## src/rtl/fetch_align_if.sv

```systemverilog
// Bundles the instruction-memory, redirect and issue-side signals of the fetch realignment stage.
interface fetch_align_if;
  logic        imem_req;
  logic [31:0] imem_addr;
  logic [31:0] imem_data;
  logic        imem_valid;
  logic        redirect;
  logic [31:0] redirect_pc;
  logic        stall;
  logic        instr_valid;
  logic [31:0] instr;
  logic [31:0] instr_pc;
  logic        is_compressed;

  modport master (
    output imem_req, imem_addr, instr_valid, instr, instr_pc, is_compressed,
    input  imem_data, imem_valid, redirect, redirect_pc, stall
  );

  modport slave (
    input  imem_req, imem_addr, instr_valid, instr, instr_pc, is_compressed,
    output imem_data, imem_valid, redirect, redirect_pc, stall
  );
endinterface

```

## src/rtl/fetch_align.sv

```systemverilog
// Fetch realignment: buffers aligned memory words as halfwords and issues one
// 16- or 32-bit instruction per handshake, handling halfword-aligned redirects.
module fetch_align #(
  parameter logic [31:0] RESET_PC = 32'h0000_0000
) (
  input logic         clk_i,
  input logic         rst_n_i,
  fetch_align_if.master bus
);

  logic [15:0] hw_q [4];
  logic [1:0]  head;
  logic [2:0]  count;
  logic [31:0] pc;
  logic [31:0] fetch_addr;
  logic        outstanding;
  logic        skip;
  logic        drop;

  logic [15:0] head_hw;
  logic [15:0] next_hw;
  logic        head_is_c;
  logic        consume;
  logic        accept;
  logic [2:0]  pop_n;
  logic [2:0]  push_n;
  logic [1:0]  tail;

  // Decode the queue head and decide what this cycle pops and pushes.
  always_comb begin
    head_hw   = hw_q[head];
    next_hw   = hw_q[head + 2'd1];
    head_is_c = (head_hw[1:0] != 2'b11);
    tail      = head + count[1:0];

    bus.instr_valid   = !bus.redirect && (((count >= 3'd1) && head_is_c) || (count >= 3'd2));
    bus.is_compressed = (count != 3'd0) && head_is_c;
    bus.instr_pc      = pc;
    bus.instr         = 32'h0;
    if (bus.instr_valid) begin
      bus.instr = head_is_c ? {16'h0000, head_hw} : {next_hw, head_hw};
    end

    // Requests are gated in reset too, since the register state alone would allow one.
    bus.imem_req  = rst_n_i && !outstanding && (count <= 3'd2) && !bus.redirect;
    bus.imem_addr = fetch_addr;

    consume = bus.instr_valid && !bus.stall;
    pop_n   = 3'd0;
    if (consume) begin
      pop_n = head_is_c ? 3'd1 : 3'd2;
    end

    accept = bus.imem_valid && !drop && !bus.redirect;
    push_n = 3'd0;
    if (accept) begin
      push_n = skip ? 3'd1 : 3'd2;
    end
  end

  // Control state; a redirect overrides every other update in its cycle.
  always_ff @(posedge clk_i or negedge rst_n_i) begin
    if (!rst_n_i) begin
      head        <= 2'd0;
      count       <= 3'd0;
      pc          <= RESET_PC;
      fetch_addr  <= {RESET_PC[31:2], 2'b00};
      skip        <= RESET_PC[1];
      outstanding <= 1'b0;
      drop        <= 1'b0;
    end else if (bus.redirect) begin
      count      <= 3'd0;
      pc         <= {bus.redirect_pc[31:1], 1'b0};
      fetch_addr <= {bus.redirect_pc[31:2], 2'b00};
      skip       <= bus.redirect_pc[1];
      if (bus.imem_valid) begin
        outstanding <= 1'b0;
        drop        <= 1'b0;
      end else begin
        drop <= outstanding;
      end
    end else begin
      head  <= head + pop_n[1:0];
      count <= count - pop_n + push_n;
      if (consume) begin
        pc <= pc + {28'd0, pop_n, 1'b0};
      end
      if (bus.imem_valid) begin
        outstanding <= 1'b0;
        if (drop) begin
          drop <= 1'b0;
        end else begin
          skip <= 1'b0;
        end
      end
      if (bus.imem_req) begin
        outstanding <= 1'b1;
        fetch_addr  <= fetch_addr + 32'd4;
      end
    end
  end

  // Halfword storage; slots past the tail are free because requests stop at count>2.
  always_ff @(posedge clk_i) begin
    if (accept) begin
      if (skip) begin
        hw_q[tail] <= bus.imem_data[31:16];
      end else begin
        hw_q[tail]         <= bus.imem_data[15:0];
        hw_q[tail + 2'd1]  <= bus.imem_data[31:16];
      end
    end
  end

endmodule

```

## src/flat_wrapper.sv

```systemverilog
// flat-port wrapper written by rule: the top's interface ports become plain ports
module fetch_align_flat 
#(
  parameter logic [31:0] RESET_PC = 32'h0000_0000
)
  (clk_i, rst_n_i, bus_imem_req, bus_imem_addr, bus_instr_valid, bus_instr, bus_instr_pc, bus_is_compressed, bus_imem_data, bus_imem_valid, bus_redirect, bus_redirect_pc, bus_stall);
  fetch_align_if bus_i ();
  input logic clk_i;
  input logic rst_n_i;
  output wire logic [$bits(bus_i.imem_req)-1:0] bus_imem_req;
  output wire logic [$bits(bus_i.imem_addr)-1:0] bus_imem_addr;
  output wire logic [$bits(bus_i.instr_valid)-1:0] bus_instr_valid;
  output wire logic [$bits(bus_i.instr)-1:0] bus_instr;
  output wire logic [$bits(bus_i.instr_pc)-1:0] bus_instr_pc;
  output wire logic [$bits(bus_i.is_compressed)-1:0] bus_is_compressed;
  input wire logic [$bits(bus_i.imem_data)-1:0] bus_imem_data;
  input wire logic [$bits(bus_i.imem_valid)-1:0] bus_imem_valid;
  input wire logic [$bits(bus_i.redirect)-1:0] bus_redirect;
  input wire logic [$bits(bus_i.redirect_pc)-1:0] bus_redirect_pc;
  input wire logic [$bits(bus_i.stall)-1:0] bus_stall;
  assign bus_imem_req = bus_i.imem_req;
  assign bus_imem_addr = bus_i.imem_addr;
  assign bus_instr_valid = bus_i.instr_valid;
  assign bus_instr = bus_i.instr;
  assign bus_instr_pc = bus_i.instr_pc;
  assign bus_is_compressed = bus_i.is_compressed;
  assign bus_i.imem_data = bus_imem_data;
  assign bus_i.imem_valid = bus_imem_valid;
  assign bus_i.redirect = bus_redirect;
  assign bus_i.redirect_pc = bus_redirect_pc;
  assign bus_i.stall = bus_stall;
  fetch_align #(.RESET_PC(RESET_PC)) u_core (.clk_i(clk_i), .rst_n_i(rst_n_i), .bus(bus_i));
endmodule
```

## config.mk

```make
export PLATFORM = sky130hd
export DESIGN_NAME = fetch_align_flat
export DESIGN_NICKNAME = d
export VERILOG_FILES = /design/src/rtl/fetch_align_if.sv /design/src/rtl/fetch_align.sv /design/src/flat_wrapper.sv
export SDC_FILE = /design/constraint.sdc
export NUM_CORES = 1
export LEC_CHECK = 0
export CAP_MARGIN = 20
export CELL_PAD_IN_SITES_DETAIL_PLACEMENT = 0
export CELL_PAD_IN_SITES_GLOBAL_PLACEMENT = 1
export CORE_MARGIN = 4
export CORE_UTILIZATION = 44
export CTS_CLUSTER_SIZE = 25
export DETAILED_ROUTE_END_ITERATION = 8
export PLACE_DENSITY_LB_ADDON = 0.1
export SKIP_CTS_REPAIR_TIMING = 1
export SLEW_MARGIN = 20
export SYNTH_ARGS = -nofsm -noshare
export SYNTH_HDL_FRONTEND = slang
export SYNTH_SLANG_ARGS = --single-unit
export TNS_END_PERCENT = 5
```

## constraint.sdc

```tcl
create_clock -name clk_i -period 7.06 [get_ports clk_i]
set_clock_uncertainty 0.2 [all_clocks]
set_input_delay 1.412 -clock clk_i [delete_from_list [all_inputs] [get_ports clk_i]]
set_output_delay 1.412 -clock clk_i [all_outputs]
set_load 0.03 [all_outputs]
```

* Word-level counts from Yosys, hierarchy flattened
Memories as Yosys holds them, arrays and structs flattened.
Cells that the tools add are included.
** Word-level totals
- Register bits :: 72
- RAM bits :: 64
- Bits of input ports :: 69
- Output and inout port bits :: 99
- Word-level logic and storage cells :: 67
- Memories kept :: 1
** Operators by class
- Add/subtract/negate cells :: 8
- Magnitude comparators :: 3
- Equality and inequality tests :: 2
- Muxes and demuxes :: 26
- Bitwise operators :: 1
- Reduce and logical (&&, ||, !) cells :: 19
** Memories
- u_core.hw_q :: depth 4, bits a word 16, read ports 2, clocked after Yosys merged registers in 0, write ports 2, line fetch_align.sv:11 : logic [15:0] hw_q [4];
** Operator list (count)
- $mux W32 :: 6
- $add A32 B3 Y32 const B :: 1
- $add A32 B4 Y32 :: 1
- $mux W16 :: 1
- $mux W1 :: 14
- $logic_and A1 B1 Y1 :: 9
- $mux W3 :: 3
- $reduce_bool A2 Y1 :: 3
- $add A2 B1 Y2 const B :: 2
- $add A2 B2 Y2 :: 2
- $logic_not A1 Y1 :: 4
- $mux W2 :: 2
- $ne A2 B2 Y1 const B :: 2
- $add A3 B3 Y3 :: 1
- $ge A3 B1 Y1 const B :: 1
- $ge A3 B2 Y1 const B :: 1
- $le A3 B2 Y1 const B :: 1
- $reduce_bool A3 Y1 :: 1
- $sub A3 B3 Y3 :: 1
- $reduce_and A2 Y1 :: 1
- $logic_or A1 B1 Y1 :: 1
- $or A1 B1 Y1 :: 1

* Logic depth before layout (Yosys ltp)
Gate-level depths: netlist of run 1.
An unclocked memory read counts as a cell.
- Depth after elaboration :: 10
- Mapped depth :: 14
- Gate-level depth less buffers :: 11

* Worst setup path after synthesis of run 1
No wires, ideal clock.
- Path kind :: input-to-reg
- Start point :: in bus_redirect
- End point :: reg u_core.pc[26] (netlist: u_core.bus.instr_pc[26])
- Setup time :: 124 ps
- Arrival time :: 4065 ps
- Required time :: 6736 ps
- Slack :: 2671 ps
- Stages :: 11
- Path buffers :: 2
- Cells stage by stage :: clkbuf_1 a2111oi_4 nor2_1 buf_2 a21oi_1 ha_1 a21oi_1 nor3b_1 nand3_1 o31a_1 o31a_1
** Between the ends
- Longest elaborated chain between the ends :: 7
- Elaborated cells on any way between the ends :: 8
- Classes of those cells :: add/sub (1); mux (3); reduce/logical (4)
** Ends and longest elaborated chain
- from (decl) :: line flat_wrapper.sv:18 : input wire logic [$bits(bus_i.redirect)-1:0] bus_redirect;
- $logic_not A1 Y1 :: line fetch_align.sv:36 : bus.instr_valid = !bus.redirect && (((count >= 3'd1) && head_is_c) || (count >= 3'd2));
- $logic_and A1 B1 Y1 :: line fetch_align.sv:36
- $logic_and A1 B1 Y1 :: line fetch_align.sv:48 : consume = bus.instr_valid && !bus.stall;
- $mux W3 :: line fetch_align.sv:50 : if (consume) begin
- $add A32 B4 Y32 :: line fetch_align.sv:86 : pc <= pc + {28'd0, pop_n, 1'b0};
- $mux W32 :: line fetch_align.sv:85 : if (consume) begin
- $mux W32 :: line fetch_align.sv:71 : end else if (bus.redirect) begin
- to (signal assigned) :: line fetch_align.sv:73 : pc <= {bus.redirect_pc[31:1], 1'b0};
- to (signal assigned) :: line fetch_align.sv:86
- to (decl) :: line fetch_align.sv:14 : logic [31:0] pc;
Several ways; a longest one is shown, not always the timed one. The select of a mux whose other input is x is not followed.
A chain may end at the register's enable or synchronous reset.

* Worst setup path in the final report of run 1
- Start point :: in bus_redirect
- End point :: out bus_instr[20]
** Between the ends
- Longest elaborated chain between the ends :: 3
** Ends and longest elaborated chain
- $logic_not A1 Y1 :: line fetch_align.sv:36
- $logic_and A1 B1 Y1 :: line fetch_align.sv:36
- $mux W32 :: line fetch_align.sv:40 : if (bus.instr_valid) begin
- to (decl) :: line flat_wrapper.sv:13 : output wire logic [$bits(bus_i.instr)-1:0] bus_instr;
No other way between the ends.

==> results of run 1 <==
cell usage in the layout, fill, tap and decap left out, types with 13 or more instances in the layout:
master	synthesis	routed
mux2_2	90	90
buf_4	3	13
and3_1	22	22
nand2_1	21	21
nor2b_1	21	21
xor2_1	13	13
nor4_1	16	16
xnor2_1	31	31
clkbuf_16	0	17
inv_1	22	22
nand3_1	18	18
a21oi_1	15	13
dfrtp_1	69	68
clkdlybuf4s50_1	0	162
mux4_2	32	32
edfxtp_1	64	64
nor2_1	43	43
critical path: cells and delay by family:
| kind | cells | cell delay (ps) |
|---|---|---|
| compound gates | 1 | 380 |
| simple gates | 2 | 970 |
| buf+inv | 2 | 1360 |
Yosys cell counts (4+ instances only):
cell type,count,area share [%]
nor2b_1,21,1.7
mux2_2,90,13
nand2b_1,7,0.55
xnor2_1,31,3.4
o31a_1,6,0.66
nand3_1,18,1.1
a31oi_1,8,0.63
nand4_1,12,0.95
xor2_1,13,1.4
nor2_1,43,2.0
edfxtp_1,64,24
clkbuf_1,34,1.6
dfrtp_1,69,22
a21oi_1,15,0.95
and3_1,22,1.7
a311oi_1,4,0.44
nor4_1,16,1.3
inv_1,22,1.0
o31ai_1,5,0.48
and4_1,6,0.66
nor3_1,12,0.76
mux4_2,32,9.1
a21boi_0,6,0.57
ha_1,7,1.1
o21ai_0,12,0.76
nand2_1,21,1.0
o2111ai_1,6,0.66
or3_1,5,0.40
a211oi_1,5,0.48
or4_1,6,0.57
sequential cells by signal (all words and copies together) (netlist names):
| signal | count |
|---|---|
| u_core.hw_q | 64 |
| u_core.bus.instr_pc | 31 |
| u_core.bus.imem_addr | 30 |
| u_core.count | 3 |
| u_core.head | 2 |
| u_core.drop | 1 |
| u_core.outstanding | 1 |
| u_core.skip | 1 |
power breakdown:
group / internal [uW] / switching, uW
clock: 528 / 365
sequential: 975 / 103
combinational: 628 / 776
total: 2130 / 1240
area by class of cell:
type                       count  area, um^2
inverter                      23        86.3
tap                          225         282
timing repair buffer         176        1720
multi-input combinational    466        4020
sequential                   133        3650
clock buffer                  17         425
fill                        1428        7120
clock inverter                15         169
path summary, 6_finish.rpt:
path / start / endpoint / slack, ps
max in group asynchronous: rst_n_i / u_core.head[1] / 4900
worst max register to register: u_core.head[0] / u_core.bus.instr_pc[25] / 2410
worst max-delay path: bus_redirect / bus_instr[20] / 1320
min in group asynchronous: rst_n_i / u_core.bus.instr_pc[22] / 1080
worst min-delay path: u_core.drop / u_core.drop / 330
worst min register to register: u_core.drop / u_core.drop / 330
metal layers:
metal / GRT usage, % / part of all wire (%)
met2: 37.9 / 52
met1: 26.3 / 41
met4: 7.88 / 2.3
met3: 4.74 / 5.0
met5: 0 / 0
through the flow:
stage / hold slack [ps] / power (uW) / cell area, um^2 / instances / utilization [%]
after floorplan: 277 / 2000 / 7910 / 665 / -
after global placement: 302 / 2460 / 9750 / 1023 / 55.8
after detailed placement: 315 / 2500 / 9760 / 1023 / 55.9
after CTS: 331 / 3400 / 10400 / 1055 / 59.3
after global routing: 366 / 3530 / 10400 / 1055 / 59.3
final: 326 / 3370 / 10400 / 1055 / 59.3
kinds of logic after synthesis:
group,Yosys count,synth area share (%)
XOR/XNOR,44,4.88
other,1,0.0475
AND/OR/NAND/NOR,201,13.9
buffers and inverters,66,3.40
flip-flops,133,46.2
adder cells (fa/ha/maj),10,1.87
multiplexers,125,22.3
AO/OA/AOI/OAI,83,7.44
==> metrics.md, run 1 <==
| Metric | Value |
|---|---|
| Status | finished, final reports clean |
| Vias per inst | 5.74 |
| DR vias | 6053 |
| Top_reg_cell synth | dfrtp_1 |
| Crit path cell chain | clkdlybuf4s50_1 > o21ba_2 > nand3_1 > nor2b_1 > clkdlybuf4s50_1 |
| Clock transition at path regs | 60 ps |
| EDFF count, synth | 64 |
| Fmax | 0.174 GHz |
| Worst setup EP type | primary output |
| Max Root-Sink Buffers | 2 |
| Vias in the first global route | 6292 |
| Synth warn | 0 |
| Yosys reg bits | 133 |
| Core Area | 0.0175 mm^2 |
| Sink Count | 133 |
| Leak | 0.00377 uW |
| CP required | 5450 ps |
| CTS tree | done |
| WL/cell | 20.7 um |
| Initial antenna violation count | 0 |
| Grt ovf | 0 |
| Syn Area/Cell | 11.9 um^2 |
| Share of layout cells above drive strength 1 | 21.4% |
| Worst Reg-to-Reg Cells | 13 |
| Die Width | 142 um |
| Slew HR | 26.3% |
| Setup Crit Path Kind | input port to primary output |
| Ys async rst share | 51.9% |
| Max Cap Viol | 0 |
| Num rows | 48 |
| Fin crit share | 81.3% |
| Post-synthesis sequential area ratio | 46.2% |
| RSZ-0062 raised after global routing | no |
| Overall routing resource usage | 21.7% |
| Period minus WS final | 5740 ps |
| Chip height | 142 um |
| Count of buffers from port buffering | 163 |
| Final setup TNS | 0 ps |
| Hold Crit Class | flop to flop |
| VDD IR-drop max | 0.000181 V |
| Number of diodes | 0 |
| Final Hold Viols | 0 |
| Drt first pass iters | 5 |
| Largest net degree at the start of global routing | 70 |
| Drt total wl | 21800 um |
| Pwr Density | 326 mW/mm^2 |
| DRC | 0 |
| Worst path max stage delay | 710 ps |
| Tightest Pin Transition | 1110 ps |
| GP Congestion | 0.826 |
| First-pass GRT wire length | 33900 um |
| I/O pin total | 168 |
| Synth Instances | 663 |
| Die area | 0.0202 mm^2 |
| Max Slew Vio Count | 0 |
| Antenna-violating nets left | 0 |
| Clk root buf | clkbuf_16 |
| Setup-failing EPs final | 0 |
| Post-Place Worst Slack | 1280 ps |
| Clk_lat worst skew | 420 ps |
| WHS Path Cells | 2 |
| Mapped Area | 0.00790 mm^2 |
| Cell repeated most along the worst path | clkdlybuf4s50_1 |
| Yosys cell types | 54 |
| Startpoint Class | input port |
| Final worst slack | 1320 ps |
| Initial core utilization | 45.2% |
| Critical-path top delay cell | clkdlybuf4s50_1 |
| CTS Buf Count | 17 |
| HPWL Detailed | 15000 um |
| Nets@finish | 896 |
| DR iter-0 viols | 340 |
| Crit-path max FO | 16 |
| Area growth syn-to-layout | 31.1% |
| Worst Path Arrival | 4130 ps |
| H-tree Lvls | 4 |
No activity file was read; power rests on OpenSTA's default activity.
==> run 2: changes to the inputs <==
--- a/config.mk
+++ b/config.mk
@@ -9,7 +9,7 @@
 export CELL_PAD_IN_SITES_DETAIL_PLACEMENT = 0
 export CELL_PAD_IN_SITES_GLOBAL_PLACEMENT = 1
 export CORE_MARGIN = 4
-export CORE_UTILIZATION = 44
+export CORE_UTILIZATION = 41
 export CTS_CLUSTER_SIZE = 25
 export DETAILED_ROUTE_END_ITERATION = 8
 export PLACE_DENSITY_LB_ADDON = 0.1
==> constraint.sdc (replaced) <==
create_clock -name clk_i -period 5.9 [get_ports clk_i]
set_clock_uncertainty 0.2 [all_clocks]
set_input_delay 1.18 -clock clk_i [delete_from_list [all_inputs] [get_ports clk_i]]
set_output_delay 1.18 -clock clk_i [all_outputs]
set_load 0.03 [all_outputs]
==> run 2 against run 1 <==
Net effect: register-to-register slack got worse by 1100 ps; combinational power increased by 20%; largest power group unchanged; count of clock-buffer cells in the layout increased by 1; worst hold slack barely moved; critical path type is now input port to flop; die area rose by 6.9%; sequential share of layout area fell by 0.24 points; global-route usage decreased by 0.36 points; non-clock buffer count grew 4; flip-flop and latch count is the same; core utilization decreased by 3.9 points; final area rose by 0.69%; first-iteration DRC count up 0.88%.
==> metrics.md, run 2 (synthesized netlist as in run 1, its figures left out) <==
| Metric | Value |
|---|---|
| H-tree Lvls | 4 (unchanged) |
| GP Congestion | 0.786 (-4.9%) |
| Max Root-Sink Buffers | 2 (unchanged) |
| Die Width | 147 um (+3.4%) |
| Clk_lat worst skew | 420 ps (about the same) |
| Num rows | 50 (+4.2%) |
| Share of layout cells above drive strength 1 | 23.1% (+1.7 points) |
| Count of buffers from port buffering | 163 (unchanged) |
| Worst setup EP type | flop |
| Slew HR | 26.2% (-0.074 points) |
| Hold Crit Class | flop to flop |
| Initial core utilization | 42.0% (-3.3 points) |
| Sequential power share | 31.9% (about the same) |
| DRC | 0 (unchanged) |
| Area growth syn-to-layout | 32.0% |
| Fin crit share | 82.2% |
| CTS Buf Count | 17 (unchanged) |
| Crit-path max FO | 12 (-4) |
| Final Hold Viols | 0 (unchanged) |
| Chip height | 147 um (+3.4%) |
| CP required | 6040 ps (+590 ps) |
| RSZ-0062 raised after global routing | no |
| Critical path origin | bus_redirect |
| Clock transition at path regs | 60 ps (about the same) |
| Pwr Density | 392 mW/mm^2 (+20%) |
| CTS tree | done |
| Setup-failing EPs final | 0 (unchanged) |
| Tightest Pin Transition | 1110 ps (+1.10 ps) |
| Startpoint Class | input port |
| Drt first pass iters | 6 (+1) |
| P_sw | 1490 uW (+20%) |
| Switching part of the total | 36.5% (-0.35 points) |
| Die area | 0.0216 mm^2 (+6.9%) |
| Nets@finish | 900 (+0.45%) |
| Pint | 2590 uW (+22%) |
| DR vias | 6139 (+1.4%) |
| Reg2reg start | u_core.head[1] |
| WL/cell | 21.0 um (+1.5%) |
| VDD IR-drop max | 0.000213 V (+18%) |
| Initial antenna violation count | 0 (unchanged) |
| Grt ovf | 0 (unchanged) |
| Core Area | 0.0188 mm^2 (+7.7%) |
| Clk root buf | clkbuf_16 |
| Leak | 0.00382 uW (+1.4%) |
| Largest net degree at the start of global routing | 69 (-1.4%) |
| Fmax | 0.206 GHz |
| Drt total wl | 22900 um (+5.3%) |
| Commonest cells after routing, fill and taps aside | 149 x clkdlybuf4s50_1, 90 x mux2_2, 68 x dfrtp_1, 64 x edfxtp_1, 43 x nor2_1 |
| Sink Count | 133 (unchanged) |
| DR iter-0 viols | 343 (+0.88%) |
| Setup Crit Path Kind | input port to flop |
| Period minus WS final | 4850 ps |
| I/O pin total | 168 (unchanged) |
| Antenna-violating nets left | 0 (unchanged) |
| Vias per inst | 5.61 (-2.2%) |
| Final worst slack | 1050 ps (-268 ps) |
| Number of diodes | 0 (unchanged) |
| Biggest register | u_core.hw_q |
| First-pass GRT wire length | 35900 um (+5.7%) |
| Post-Place Worst Slack | 574 ps (-709 ps) |
| Final setup TNS | 0 ps (unchanged) |
| Worst Path Arrival | 4990 ps (+860 ps) |
| Max Cap Viol | 0 (unchanged) |
| Commonest non-fill, non-tap cell in the layout | clkdlybuf4s50_1 |
| Clock power frac | 26.9% (+0.4 points) |
| Status | finished, final reports clean |
| HPWL Detailed | 16000 um (+6.1%) |
| Filler instances | 1622 (+14%) |
| Combinational fraction of design power | 41.2% (-0.4 points) |
| Largest register FFs | 64 (unchanged) |
| Max Slew Vio Count | 0 (unchanged) |
| Hold Startpoint | u_core.drop |
| Vias in the first global route | 6542 (+4.0%) |
| Overall routing resource usage | 21.3% (-0.36 points) |
[run 2: changes by cell type in the layout (fill, tap and decap cells not counted), moves of 2 or more]
cell and delta:
buf_12 +3, a21oi_4 -2, a21oi_2 +2, inv_6 +2, clkinv_4 -5, clkdlybuf4s50_1 -13, buf_4 +14
[run 2: path summary, 6_finish.rpt]
path / endpoint / slack (ps) / cells past startpoint
min in group asynchronous: u_core.bus.instr_pc[24] / 350 / 1
max in group asynchronous: u_core.head[1] / 4010 / 2
setup reg to reg: u_core.bus.instr_pc[25] / 1340 / 12
hold reg to reg: u_core.drop / 330 / 2
hold / removal: u_core.drop / 330 / 2
setup / recovery: u_core.bus.instr_pc[25] / 1050 / 12
[run 2: layout make-up]
class / count / area (um^2) / share of cell area (%)
Multi-Input combinational cell: 466 / 4010 / 38.4
Sequential cell: 133 / 3650 / 35.0
Timing Repair Buffer: 180 / 1760 / 16.9
Clock buffer: 18 / 429 / 4.11
Tap cell: 260 / 325 / 3.12
Clock inverter: 14 / 173 / 1.66
Inverter: 23 / 86.3 / 0.828
[run 2: worst max-delay path, cell delays in order]
cell	delay, ps
clkdlybuf4s50_1	610
a2111oi_4	400
buf_4	240
nor2_1	190
a21oi_1	310
ha_1	260
fa_1	230
nand2_1	90
nor2_1	280
nand3_1	410
or4_1	600
a31oi_1	170
[run 2: power by group through the flow]
stage | Combinational [uW] | Sequential, uW | Clock (uW)
floorplan | 1040 | 1360 | 0
detailed placement | 1690 | 1310 | 0
global placement | 1670 | 1300 | 0
CTS | 1700 | 1300 | 1110
global route | 1810 | 1320 | 1160
finish | 1680 | 1300 | 1100
[run 2: metal layers]
| metal | vias to the layer above | part of all wire (%) | global-route usage [%] |
|---|---|---|---|
| met5 | - | 0 | 0 |
| met4 | 0 | 1.9 | 7.10 |
| met3 | 25 | 5.6 | 4.57 |
| met2 | 198 | 52 | 38.2 |
| met1 | 3091 | 40 | 25.4 |
| li1 | 2825 | - | - |
[run 2: per-stage QoR]
| stage | cells | util [%] | hold WS, ps | total power, uW | cell area, um^2 |
|---|---|---|---|---|---|
| finish | 1094 | 55.4 | 326 | 4090 | 10400 |
| global route | 1094 | 55.4 | 336 | 4290 | 10400 |
| CTS | 1094 | 55.4 | 332 | 4120 | 10400 |
| detailed placement | 1062 | 52.2 | 316 | 3000 | 9830 |
| global placement | 1062 | 52.2 | 301 | 2970 | 9830 |
| floorplan | 665 | - | 277 | 2400 | 7910 |
==> run 3: changes to the inputs <==
--- a/config.mk
+++ b/config.mk
@@ -9,7 +9,7 @@
 export CELL_PAD_IN_SITES_DETAIL_PLACEMENT = 0
 export CELL_PAD_IN_SITES_GLOBAL_PLACEMENT = 1
 export CORE_MARGIN = 4
-export CORE_UTILIZATION = 41
+export CORE_UTILIZATION = 37
 export CTS_CLUSTER_SIZE = 25
 export DETAILED_ROUTE_END_ITERATION = 8
 export PLACE_DENSITY_LB_ADDON = 0.1
==> constraint.sdc (replaced) <==
create_clock -name clk_i -period 4.3 [get_ports clk_i]
set_clock_uncertainty 0.2 [all_clocks]
set_input_delay 0.86 -clock clk_i [delete_from_list [all_inputs] [get_ports clk_i]]
set_output_delay 0.86 -clock clk_i [all_outputs]
set_load 0.03 [all_outputs]
==> run 3 against run 2 <==
Net effect: flip-flop and latch count is the same; non-clock buffer count rose by 12; die area is 10% higher; clock power is 31% higher; final area increased by 1.2%; sequential power rose by 37%; core utilization is 5.2 points lower; largest cell class unchanged; combinational power increased by 41%.
==> metrics.md, run 3 (synthesized netlist as in run 1, its figures left out) <==
| Metric | Value |
|---|---|
| Status | finished, final reports clean |
| CTS tree | done |
| Filler instances | 1917 (+18%) |
| Startpoint Class | flop |
| GRT met2 Usage | 35.4% (-2.8 points) |
| DR iter-0 viols | 360 (+5.0%) |
| Leak | 0.00390 uW (+1.9%) |
| Clk root buf | clkbuf_16 |
| First-pass GRT wire length | 36500 um (+1.8%) |
| Sink Count | 133 (unchanged) |
| HPWL Detailed | 16100 um (+1.1%) |
| Drt total wl | 23200 um (+0.99%) |
| Max Slew Vio Count | 0 (unchanged) |
| RSZ-0062 raised after global routing | no |
| H-tree Lvls | 4 (unchanged) |
| Final Hold Viols | 0 (unchanged) |
| Core Area | 0.0210 mm^2 (+12%) |
| Final Util | 50.2% (-5.2 points) |
| Critical-path top delay cell | clkdlybuf4s50_1 |
| Count of buffers from port buffering | 163 (unchanged) |
| Sequential power share | 31.9% (about the same) |
| Fin crit share | 96.4% |
| Slew HR | 37.4% (+11 points) |
| Pwr Density | 529 mW/mm^2 (+35%) |
| Met3 Use GR | 4.22% (-0.34 points) |
| Worst setup EP type | primary output |
| Fmax | 0.241 GHz |
| Hold Crit Class | flop to flop |
| Placed cells | 1088 (+2.4%) |
| Crit path cell chain | mux4_2 > a21o_1 > nand2_2 > and3_1 > clkdlybuf4s50_1 |
| Setup Crit Path Kind | flop to primary output |
| Share of layout cells above drive strength 1 | 25.7% (+2.5 points) |
| GP Congestion | 0.772 (-1.8%) |
| DRC | 0 (unchanged) |
| Clock power frac | 25.7% (-1.2 points) |
| Largest net degree at the start of global routing | 70 (+1.4%) |
| Gr busiest metal | met2 |
| Clock transition at path regs | 60 ps (about the same) |
| Nets@finish | 912 (+1.3%) |
| Pint | 3530 uW (+36%) |
| Setup-failing EPs final | 0 (unchanged) |
| Commonest non-fill, non-tap cell in the layout | clkdlybuf4s50_1 |
| Die Width | 154 um (+5.0%) |
| DR vias | 6159 (+0.33%) |
| Overall routing resource usage | 19.6% (-1.7 points) |
| WL/cell | 20.7 um (-1.4%) |
| WHS | 336 ps (+10.2 ps) |
| Die area | 0.0238 mm^2 (+10%) |
| Grt ovf | 0 (unchanged) |
| Tightest Pin Transition | 939 ps (-168 ps) |
| Antenna-violating nets left | 0 (unchanged) |
| Placed Area | 0.00995 mm^2 (+1.2%) |
| Post-route cell area | 0.0106 mm^2 (+1.2%) |
| CP required | 3240 ps (-2800 ps) |
| Worst Path Arrival | 3090 ps (-1900 ps) |
| P_sw | 2050 uW (+37%) |
| Num rows | 53 (+6.0%) |
| Non-filler cells in the finished layout | 1120 (+2.4%) |
| I/O pin total | 168 (unchanged) |
| Initial antenna violation count | 0 (unchanged) |
| Worst path max stage delay | 690 ps (+80 ps) |
| Vias per inst | 5.50 (-2.0%) |
| Clk_lat worst skew | 420 ps (about the same) |
| Final worst slack | 154 ps (-898 ps) |
| Largest register FFs | 64 (unchanged) |
| VDD IR-drop max | 0.000259 V (+22%) |
| Combinational fraction of design power | 42.4% (+1.2 points) |
| Drt first pass iters | 5 (-1) |
| Crit-path max FO | 16 (+4) |
| Area growth syn-to-layout | 33.5% |
| Number of diodes | 0 (unchanged) |
| Post-Place Worst Slack | 131 ps (-443 ps) |
| Period minus WS final | 4150 ps |
| Initial core utilization | 37.6% (-4.4 points) |
| Vias in the first global route | 6471 (-1.1%) |
| Met1 capacity usage during global routing | 23.9% (-1.5 points) |
| Switching part of the total | 36.7% (+0.19 points) |
| Max Root-Sink Buffers | 2 (unchanged) |
| Chip height | 154 um (+5.0%) |
| Commonest cells after routing, fill and taps aside | 143 x clkdlybuf4s50_1, 90 x mux2_2, 68 x dfrtp_1, 64 x edfxtp_1, 42 x buf_4 |
| Max Cap Viol | 0 (unchanged) |
| CTS Buf Count | 17 (unchanged) |
| Biggest register | u_core.hw_q |
## run 3: cell types whose count changed in the layout (fill, tap and decap cells not counted), sizes merged
cell           change
clkinv             +3
clkinvlp           -1
buf               +18
clkdlybuf4s50      -6
clkbuf             -1
inv                -1
bufinv             -1
## run 3: path summary, 6_finish.rpt
path,endpoint,slack [ps],depth (start not counted),start
worst max-delay path,bus_instr[6],150,5,u_core.head[1]
worst min-delay path,u_core.drop,340,2,u_core.drop
worst max register to register,u_core.bus.instr_pc[25],430,11,u_core.head[1]
worst min register to register,u_core.drop,340,2,u_core.drop
max in group asynchronous,u_core.head[1],2710,2,rst_n_i
min in group asynchronous,u_core.bus.instr_pc[23],530,2,rst_n_i
## run 3: worst max-delay path, delay by kind of cell, from the launching register on
kind | cells | cell delay, ps
simple gates | 2 | 610
mux | 1 | 650
flops | 1 | 440
compound gates | 1 | 260
buf+inv | 1 | 690
## run 3: layer usage
metal	vias up	wire length, um
met5	-	0
met4	0	238
met3	18	1230
met2	188	12200
met1	3090	9470
li1	2863	-
## run 3: layout make-up
class / instances / area [um^2] / share of cell area [%]
sequential: 133 / 3650 / 34.6
multi-input combinational: 466 / 4030 / 38.2
inverter: 23 / 86.3 / 0.818
clock buffer: 17 / 425 / 4.03
tap: 275 / 344 / 3.26
timing repair buffer: 192 / 1870 / 17.7
clock inverter: 14 / 150 / 1.42
## run 3: power groups by stage
| stage | clock, uW | sequential, uW | combinational (uW) |
|---|---|---|---|
| global route | 1520 | 1810 | 2540 |
| global placement | 0 | 1790 | 2350 |
| CTS | 1470 | 1780 | 2380 |
| finish | 1440 | 1780 | 2370 |
| floorplan | 0 | 1870 | 1420 |
| detailed placement | 0 | 1800 | 2370 |
## run 3: through the flow
| step | TNS, ps | power [uW] |
|---|---|---|
| after floorplan | 0 | 3290 |
| after global placement | 0 | 4130 |
| after detailed placement | 0 | 4170 |
| after CTS | -1000 | 5630 |
| after global routing | 0 | 5870 |
| final | 0 | 5590 |
